## src/rtl/parking_pkg.sv

```systemverilog
// Shared types for the parking occupancy tracker.
// State encoding and default lot capacity.
package parking_pkg;

  typedef enum logic [1:0] {
    VACIO   = 2'b00,
    PARCIAL = 2'b01,
    LLENO   = 2'b10
  } state_t;

  localparam int CAPACITY_DEF = 15;

endpackage

```

## src/rtl/contador_ocupacion_if.sv

```systemverilog
// Detector-side pulses and lot status bundle.
// count_bcd exists only when OCUPACION_BCD_EN is defined.
interface contador_ocupacion_if #(
  parameter int WIDTH = 4
);
  logic             entrada;
  logic             salida;
  logic             err_clr;
  logic [WIDTH-1:0] count;
  logic             empty;
  logic             full;
  logic             overflow;
  logic             underflow;
`ifdef OCUPACION_BCD_EN
  logic [7:0]       count_bcd;
`endif

  modport master (
    output entrada, salida, err_clr,
`ifdef OCUPACION_BCD_EN
    input  count_bcd,
`endif
    input  count, empty, full, overflow, underflow
  );

  modport slave (
    input  entrada, salida, err_clr,
`ifdef OCUPACION_BCD_EN
    output count_bcd,
`endif
    output count, empty, full, overflow, underflow
  );
endinterface

```

## src/rtl/bcd_updown.sv

```systemverilog
// Two-digit BCD up/down counter; callers gate inc/dec
// so the value never leaves 0..99.
module bcd_updown (
  input  logic       clk,
  input  logic       rst,
  input  logic       inc,
  input  logic       dec,
  output logic [7:0] bcd
);
  logic [3:0] tens;
  logic [3:0] units;

  always_ff @(posedge clk) begin
    if (rst) begin
      tens  <= 4'd0;
      units <= 4'd0;
    end else if (inc & ~dec) begin
      if (units == 4'd9) begin
        units <= 4'd0;
        tens  <= tens + 4'd1;
      end else begin
        units <= units + 4'd1;
      end
    end else if (dec & ~inc) begin
      if (units == 4'd0) begin
        units <= 4'd9;
        tens  <= tens - 4'd1;
      end else begin
        units <= units - 4'd1;
      end
    end
  end

  assign bcd = {tens, units};
endmodule

```

## src/rtl/contador_ocupacion.sv

```systemverilog
// Saturating parking occupancy counter with VACIO/PARCIAL/LLENO FSM.
// Optional BCD mirror of the count under OCUPACION_BCD_EN.
module contador_ocupacion
  import parking_pkg::*;
#(
  parameter int CAPACITY = CAPACITY_DEF,
  parameter int WIDTH    = 4
) (
  input logic clk,
  input logic rst,
  contador_ocupacion_if.slave bus
);
  localparam logic [WIDTH-1:0] ONE    = WIDTH'(1);
  localparam logic [WIDTH-1:0] CAP_M1 = WIDTH'(CAPACITY - 1);

  state_t           state;
  logic [WIDTH-1:0] count_q;
  logic             entrada_q;
  logic             salida_q;
  logic             ovf_q;
  logic             unf_q;
  logic             ent_ev;
  logic             sal_ev;
  logic             inc;
  logic             dec;

  assign ent_ev = bus.entrada & ~entrada_q;
  assign sal_ev = bus.salida & ~salida_q;
  // Simultaneous entry and exit cancel out
  assign inc    = ent_ev & ~sal_ev;
  assign dec    = sal_ev & ~ent_ev;

  always_ff @(posedge clk) begin
    if (rst) begin
      state     <= VACIO;
      count_q   <= '0;
      entrada_q <= 1'b0;
      salida_q  <= 1'b0;
      ovf_q     <= 1'b0;
      unf_q     <= 1'b0;
    end else begin
      entrada_q <= bus.entrada;
      salida_q  <= bus.salida;
      ovf_q     <= ovf_q & ~bus.err_clr;
      unf_q     <= unf_q & ~bus.err_clr;
      case (state)
        VACIO: begin
          if (inc) begin
            count_q <= ONE;
            state   <= (CAPACITY == 1) ? LLENO : PARCIAL;
          end else if (dec) begin
            unf_q <= 1'b1;
          end
        end
        PARCIAL: begin
          if (inc) begin
            count_q <= count_q + ONE;
            state   <= (count_q == CAP_M1) ? LLENO : PARCIAL;
          end else if (dec) begin
            count_q <= count_q - ONE;
            state   <= (count_q == ONE) ? VACIO : PARCIAL;
          end
        end
        LLENO: begin
          if (inc) begin
            ovf_q <= 1'b1;
          end else if (dec) begin
            count_q <= count_q - ONE;
            state   <= (CAPACITY == 1) ? VACIO : PARCIAL;
          end
        end
        default: begin
          state   <= VACIO;
          count_q <= '0;
        end
      endcase
    end
  end

  assign bus.count     = count_q;
  assign bus.empty     = (state == VACIO);
  assign bus.full      = (state == LLENO);
  assign bus.overflow  = ovf_q;
  assign bus.underflow = unf_q;

`ifdef OCUPACION_BCD_EN
  logic illegal;
  logic bcd_rst;
  logic bcd_inc;
  logic bcd_dec;

  // Mirror only the moves the binary counter actually takes
  assign illegal = !(state inside {VACIO, PARCIAL, LLENO});
  assign bcd_rst = rst | illegal;
  assign bcd_inc = inc & (state inside {VACIO, PARCIAL});
  assign bcd_dec = dec & (state inside {PARCIAL, LLENO});

  bcd_updown u_bcd (
    .clk (clk),
    .rst (bcd_rst),
    .inc (bcd_inc),
    .dec (bcd_dec),
    .bcd (bus.count_bcd)
  );
`endif
endmodule

```

## src/flat_wrapper.sv

```systemverilog
// flat-port wrapper written by rule: the top's interface ports become plain ports
module contador_ocupacion_flat import parking_pkg::*;
#(
  parameter int CAPACITY = CAPACITY_DEF,
  parameter int WIDTH    = 4
)
  (clk, rst, bus_entrada, bus_salida, bus_err_clr, bus_count, bus_empty, bus_full, bus_overflow, bus_underflow);
  contador_ocupacion_if #(.WIDTH(WIDTH)) bus_i ();
  input logic clk;
  input logic rst;
  input wire logic [$bits(bus_i.entrada)-1:0] bus_entrada;
  input wire logic [$bits(bus_i.salida)-1:0] bus_salida;
  input wire logic [$bits(bus_i.err_clr)-1:0] bus_err_clr;
  output wire logic [$bits(bus_i.count)-1:0] bus_count;
  output wire logic [$bits(bus_i.empty)-1:0] bus_empty;
  output wire logic [$bits(bus_i.full)-1:0] bus_full;
  output wire logic [$bits(bus_i.overflow)-1:0] bus_overflow;
  output wire logic [$bits(bus_i.underflow)-1:0] bus_underflow;
  assign bus_i.entrada = bus_entrada;
  assign bus_i.salida = bus_salida;
  assign bus_i.err_clr = bus_err_clr;
  assign bus_count = bus_i.count;
  assign bus_empty = bus_i.empty;
  assign bus_full = bus_i.full;
  assign bus_overflow = bus_i.overflow;
  assign bus_underflow = bus_i.underflow;
  contador_ocupacion #(.CAPACITY(CAPACITY), .WIDTH(WIDTH)) u_core (.clk(clk), .rst(rst), .bus(bus_i));
endmodule
```

## config.mk

```make
export PLATFORM = sky130hd
export DESIGN_NAME = contador_ocupacion_flat
export DESIGN_NICKNAME = d
export VERILOG_FILES = /design/src/rtl/parking_pkg.sv /design/src/rtl/contador_ocupacion_if.sv /design/src/rtl/bcd_updown.sv /design/src/rtl/contador_ocupacion.sv /design/src/flat_wrapper.sv
export SDC_FILE = /design/constraint.sdc
export NUM_CORES = 1
export LEC_CHECK = 0
export CAP_MARGIN = 20
export CORE_MARGIN = 2
export CORE_UTILIZATION = 50
export CTS_CLUSTER_DIAMETER = 40
export DETAILED_ROUTE_END_ITERATION = 10
export PLACE_DENSITY = 0.77
export SYNTH_ARGS = -nofsm -noshare
export SYNTH_HDL_FRONTEND = slang
export SYNTH_SLANG_ARGS = --single-unit
```

## constraint.sdc

```tcl
create_clock -name clk -period 1.9 [get_ports clk]
set_input_delay 0.38 -clock clk [delete_from_list [all_inputs] [get_ports clk]]
set_output_delay 0.38 -clock clk [all_outputs]
set_load 0.1 [all_outputs]
```

==> results.json, run 1 <==
{
  "cp-start-kind": "flip-flop",
  "insertion_delay_ps": 270,
  "grt_max_degree": 17,
  "grt_pass1_vias": 728,
  "synthArstFlopShare_pct": 0,
  "diodes": 0,
  "start_util_pct": 53.8,
  "powerDensity_mw_per_mm2": 684,
  "place_hpwl_um": 1330,
  "hold_viol": 0,
  "synth_edf_count": 0,
  "cp.arrival_ps": 1420,
  "htreeDepth": 1,
  "rsz0062_at_grt": "no",
  "antenna_found_initial": 0,
  "drtIter0Drc": 36,
  "vias": 768,
  "cts_tree": "done",
  "area_delta_synth_final_pct": 40.0,
  "io-pin-count": 13,
  "die-area_mm2": 0.00174,
  "synth_cell_type_count": 36,
  "fp-row-count": 13,
  "use_met2_pct": 39.1,
  "dr.pass1.iters": 4,
  "tightest_slew_ps": 588,
  "path_max_fanout": 16,
  "netlist_area_um2": 709,
  "max-cap-violations": 0,
  "ctsResizeCount": 0,
  "critical_path_required_ps": 1520,
  "final.fill_count": 101,
  "grt-ovfl-total": 0,
  "clock_path_buffers": 2,
  "setup_slack_ps": 96.4,
  "cts_root_buf": "clkbuf_4",
  "final_util_pct": 75.4,
  "drt.antenna.violating_nets": 0,
  "grtUsageMet3_pct": 3.91,
  "avgSynthCellArea_um2": 7.80,
  "finalSetupViolCount": 0,
  "port_buffers": 12,
  "met1_usage_pct": 27.3,
  "cts_buffers": 3,
  "seq_area_frac_synth_pct": 28.2,
  "fin_crit_ps": 1800,
  "grt_usage_pct": 22.4,
  "grt_pass1_wl_um": 3030,
  "wl_per_cell_um": 14.1,
  "grt_most_used_layer": "met2",
  "status": "finished, final reports clean",
  "fp.dieH_um": 41.7,
  "cts_num_sinks": 10,
  "coreArea_mm2": 0.00132,
  "drc": 0,
  "routed_wl_um": 1800,
  "post_cts.repair.setup_buffers": 0,
  "min_path_type": "reg2reg",
  "gp_congestion": 0.886,
  "maxSlewHeadroom_pct": 60.7,
  "cts_hold_buf": 0,
  "synth_cells": 91,
  "synth_warnings": 0,
  "fin_nets": 124,
  "p_total_w": 0.000679,
  "end_kind": "primary output",
  "p_leak_nw": 0.404,
  "die_w_um": 41.7,
  "min_period_over_period_pct": 94.9,
  "synth_ff_type": "dfxtp_1",
  "skew_ps": 0.318,
  "crit_type": "reg2out",
  "ir_drop_mv": 0.548,
  "preCtsSetupSlack_ps": -92.6,
  "clock.fmax_ghz": 0.554,
  "syn_nets": 100,
  "drive_gt1_share_pct": 28.3,
  "maxSlewViolCount": 0,
  "clkTransAtPathRegs_ps": 70,
  "synth-seq-cells": 10,
  "viasPerCell": 6.00
}
cells in the final DEF, fill, tap and decap left out, types with 4 or more instances in the layout:
cell             count
nor2b_1              5
inv_1                4
clkdlybuf4s50_1      4
nor2_1               9
buf_12               6
ha_1                 4
dfxtp_1              7
a21oi_1             12
nand3_1              5
nand2_1              6
buf_4               13
state kept, by name, indices dropped and copies added, names as in the netlist:
register	count
u_core.state	2
u_core.bus.count	4
u_core.bus.overflow	1
u_core.salida_q	1
u_core.bus.underflow	1
u_core.entrada_q	1
critical path, cell delays in order (launching register included):
cell,delay [ps]
dfxtp_1,490
nor2_2,420
buf_12,230
power breakdown:
group,internal [W],switching [W]
sequential,0.000224,0.0000292
clock,0.0000735,0.0000784
combinational,0.000113,0.000161
total,0.000410,0.000269
metrics by stage:
| stage | std cells | hold WS [ps] | cell area [um^2] | setup TNS [ps] |
|---|---|---|---|---|
| after global routing | 128 | 683 | 993 | 0 |
| after floorplan | 91 | 508 | 718 | 0 |
| final | 128 | 613 | 993 | 0 |
| after CTS | 128 | 627 | 993 | 0 |
| after detailed placement | 125 | 604 | 971 | -204 |
| after global placement | 125 | 577 | 971 | -65.2 |
metal layers:
| layer | vias to the layer above | share of wire (%) |
|---|---|---|
| li1 | 373 | - |
| met1 | 363 | 44 |
| met2 | 30 | 49 |
| met3 | 2 | 6.2 |
| met4 | 0 | 1.4 |
| met5 | - | 0 |
cell families (layout without fill, tap and decap cells):
kind of cell    after synthesis  count (layout)  share of synthesized area, %
xor+xnor                      1               1                          1.23
fa+ha+maj                     4               4                          7.05
flops                        10              10                          28.2
simple gates                 41              41                          32.6
buf+inv                       8              30                          5.47
compound gates               27              27                          25.4
layout make-up:
class | instances | area, um^2 | area share [%]
clock buffers | 3 | 22.5 | 2.27
inverters | 4 | 15.0 | 1.51
multi-input cells | 73 | 475 | 47.9
flip-flops and latches | 10 | 204 | 20.5
well taps | 15 | 18.8 | 1.89
repair buffers | 23 | 258 | 25.9
Yosys cell counts, types with 2 or more instances:
master	count	area share (%)
a21oi_1	12	8.5
clkbuf_1	2	1.1
dfxtp_1	10	28
ha_1	4	7.1
inv_1	4	2.1
nand2_1	6	3.2
nand3_1	5	3.5
nor2_1	11	5.8
nor2b_1	5	4.4
nor3_1	2	1.4
nor4_1	3	2.6
o21ai_0	3	2.1
worst paths after layout:
kind / start / endpoint / slack [ps] / cells after the start
max: u_core.state[0] / bus_empty / 100 / 2
min: u_core.bus.underflow / u_core.bus.underflow / 610 / 3
max reg2reg: u_core.bus.count[0] / u_core.bus.count[1] / 270 / 4
min reg2reg: u_core.bus.underflow / u_core.bus.underflow / 610 / 3
(Power assumes the default switching activity.)
==> inputs of run 2 (changes only) <==
- ABC_AREA: not set -> 1
- CORE_UTILIZATION: 50 -> 49
- PLACE_DENSITY: 0.77 -> 0.76
==> results.json, run 2 <==
{
  "path_cells": "inv_1 -> nor2_2 -> buf_12",
  "cts_tree": "done",
  "path_buf_inv": 2,
  "yosysMostFrequentCell": "nand2_1",
  "drt.antenna.violating_nets": 0,
  "synth_cells": 108,
  "synth-seq-cells": 10,
  "place_hpwl_um": 1220,
  "port_buffers": 12,
  "htreeDepth": 1,
  "hold_depth": 2,
  "r2r_end": "u_core.state[0]",
  "critical_path_required_ps": 1520,
  "fp-row-count": 13,
  "io-pin-count": 13,
  "die-area_mm2": 0.00171,
  "grt_pass1_wl_um": 2760,
  "cpPeakStageDelay_ps": 370,
  "synth_warnings": 0,
  "synth_ff_type": "dfxtp_1",
  "start_util_pct": 52.7,
  "finalSetupViolCount": 0,
  "crit_type": "reg2out",
  "layoutNonFillerInstCount": 138,
  "maxSlewHeadroom_pct": 73.2,
  "min_period_over_period_pct": 86.6,
  "insertion_delay_ps": 270,
  "wl_per_cell_um": 11.8,
  "area_delta_synth_final_pct": 32.3,
  "vias": 757,
  "final.fill_count": 109,
  "r2r_cells": 7,
  "cts_root_buf": "clkbuf_4",
  "tns_ps": 0,
  "dp_cells": 135,
  "seq_area_frac_synth_pct": 29.2,
  "status": "finished, final reports clean",
  "r2r_slack_ps": 560,
  "slowest_stage": "dfxtp_1",
  "powerDensity_mw_per_mm2": 796,
  "grt_pass1_vias": 677,
  "syn_nets": 117,
  "fin_area_um2": 907,
  "yosys.area.top_type_share_pct": 29.2,
  "largest_reg_flops": 4,
  "maxSlewViolCount": 0,
  "place_area_um2": 885,
  "final_cell_mix": "32 x nand2_1, 14 x inv_1, 11 x nand3_1",
  "viasPerCell": 5.49,
  "min_from": "u_core.bus.overflow",
  "seq_area_um2": 203,
  "path_max_fanout": 6,
  "synth_cell_type_count": 19,
  "synth_edf_count": 0,
  "fp.dieH_um": 41.4,
  "ir_drop_mv": 0.450,
  "final_common_cell": "nand2_1",
  "routed_wl_um": 1630,
  "max-cap-violations": 0,
  "ctsResizeCount": 0,
  "min_path_type": "reg2reg",
  "avgSynthCellArea_um2": 6.35,
  "ys_top_cells_by_area": "dfxtp_1 29%, nand2_1 18%, nand3_1 8.0%",
  "synthArstFlopShare_pct": 0,
  "fin_crit_ps": 1650,
  "clock_path_buffers": 2,
  "final_util_pct": 69.7,
  "rsz0062_at_grt": "no",
  "grt_usage_pct": 20.6,
  "cp-start-kind": "flip-flop",
  "gp_congestion": 0.863,
  "grt-ovfl-total": 0,
  "hold_viol": 0,
  "diodes": 0,
  "p_leak_nw": 0.432,
  "cts_num_sinks": 10,
  "fin_nets": 134,
  "holdPathEnd": "u_core.bus.overflow",
  "drtIter0Drc": 23,
  "drc": 0,
  "r2r-start": "u_core.bus.count[1]",
  "cp-startpoint": "u_core.state[1]",
  "netlist_area_um2": 686,
  "post_cts.repair.setup_buffers": 0,
  "grt_max_degree": 10,
  "yosysTopAreaCell": "dfxtp_1",
  "tightest_slew_ps": 401,
  "cts_buffers": 3,
  "multi_input_area_um2": 417,
  "synth_common_cells": "32 x nand2_1, 14 x inv_1, 11 x nand3_1",
  "dr.pass1.iters": 4,
  "clock.fmax_ghz": 0.608,
  "skew_ps": 1.30,
  "critical_path.top_delay_family": "flip-flops",
  "die_w_um": 41.4,
  "clkTransAtPathRegs_ps": 60,
  "end_kind": "primary output",
  "coreArea_mm2": 0.00130,
  "cp.arrival_ps": 1270,
  "cts_hold_buf": 0,
  "antenna_found_initial": 0,
  "drive_gt1_share_pct": 18.7
}
-- run 2: changes by cell type after synthesis, sizes merged, moves of 3 or more --
cell / previous run / this run
inv: 4 / 17
nor4: 3 / 0
nor2b: 5 / 0
nand3: 5 / 11
nand2: 6 / 33
nor3: 3 / 0
-- run 2: cell type report --
type                            instances  area share [%]
Timing Repair Buffer                   13            20.1
Clock buffer                            3            2.48
Inverter                               17            7.03
Tap cell                               15            2.07
Multi-Input combinational cell         80            45.9
Sequential cell                        10            22.3
-- run 2: logic make-up after synthesis --
group	count (synthesis)	synth area share, %
AND/OR/NAND/NOR	58	37.4
buffers and inverters	18	10.0
AO/OA/AOI/OAI	17	14.8
flip-flops	10	29.2
adder cells (fa/ha/maj)	4	7.30
XOR/XNOR	1	1.28
-- run 2: worst max-delay path by stage --
stage / depth (start not counted) / slack, ps / to
2_1_floorplan: 10 / -1 / u_core.bus.count[3]
3_3_place_gp: 8 / 140 / u_core.bus.count[0]
3_5_place_dp: 8 / 130 / u_core.bus.count[3]
4_1_cts: 3 / 260 / bus_full
5_1_grt: 3 / 200 / bus_full
6_report: 3 / 250 / bus_full
-- run 2: report_power, final --
part | switching [W] | leakage (nW) | internal [W]
Combinational | 0.000208 | 0.336 | 0.000107
Sequential | 0.0000336 | 0.0829 | 0.000228
Clock | 0.0000722 | 0.0138 | 0.0000733
-- run 2: through the flow --
step	total power [W]	hold WS, ps	worst slack (ps)
2_1_floorplan	0.000475	449	-1.21
3_3_place_gp	0.000573	454	140
3_5_place_dp	0.000578	465	127
4_1_cts	0.000725	476	260
5_1_grt	0.000763	508	203
6_report	0.000722	468	255
-- run 2: worst register-to-register path: stages, from the launching register on --
cell     delay, ps
dfxtp_1        510
inv_1          130
ha_1           190
nand3_1         90
nand2_1         60
nand3_1         80
nand3_1         90
a21oi_1        130
-- run 2: metal layers --
metal  vias to the layer above  share of wire (%)  GRT usage [%]
met1                       342                 43           25.1
met4                         0                1.7           7.74
met3                         6                6.9           6.52
met5                         -                  0              0
li1                        373                  -              -
met2                        36                 48           33.8
==> inputs of run 3 (changes only) <==
- SLEW_MARGIN: not set -> 20
==> results of run 3 <==
The final DEF is identical to that of run 2; final timing and power are the same.
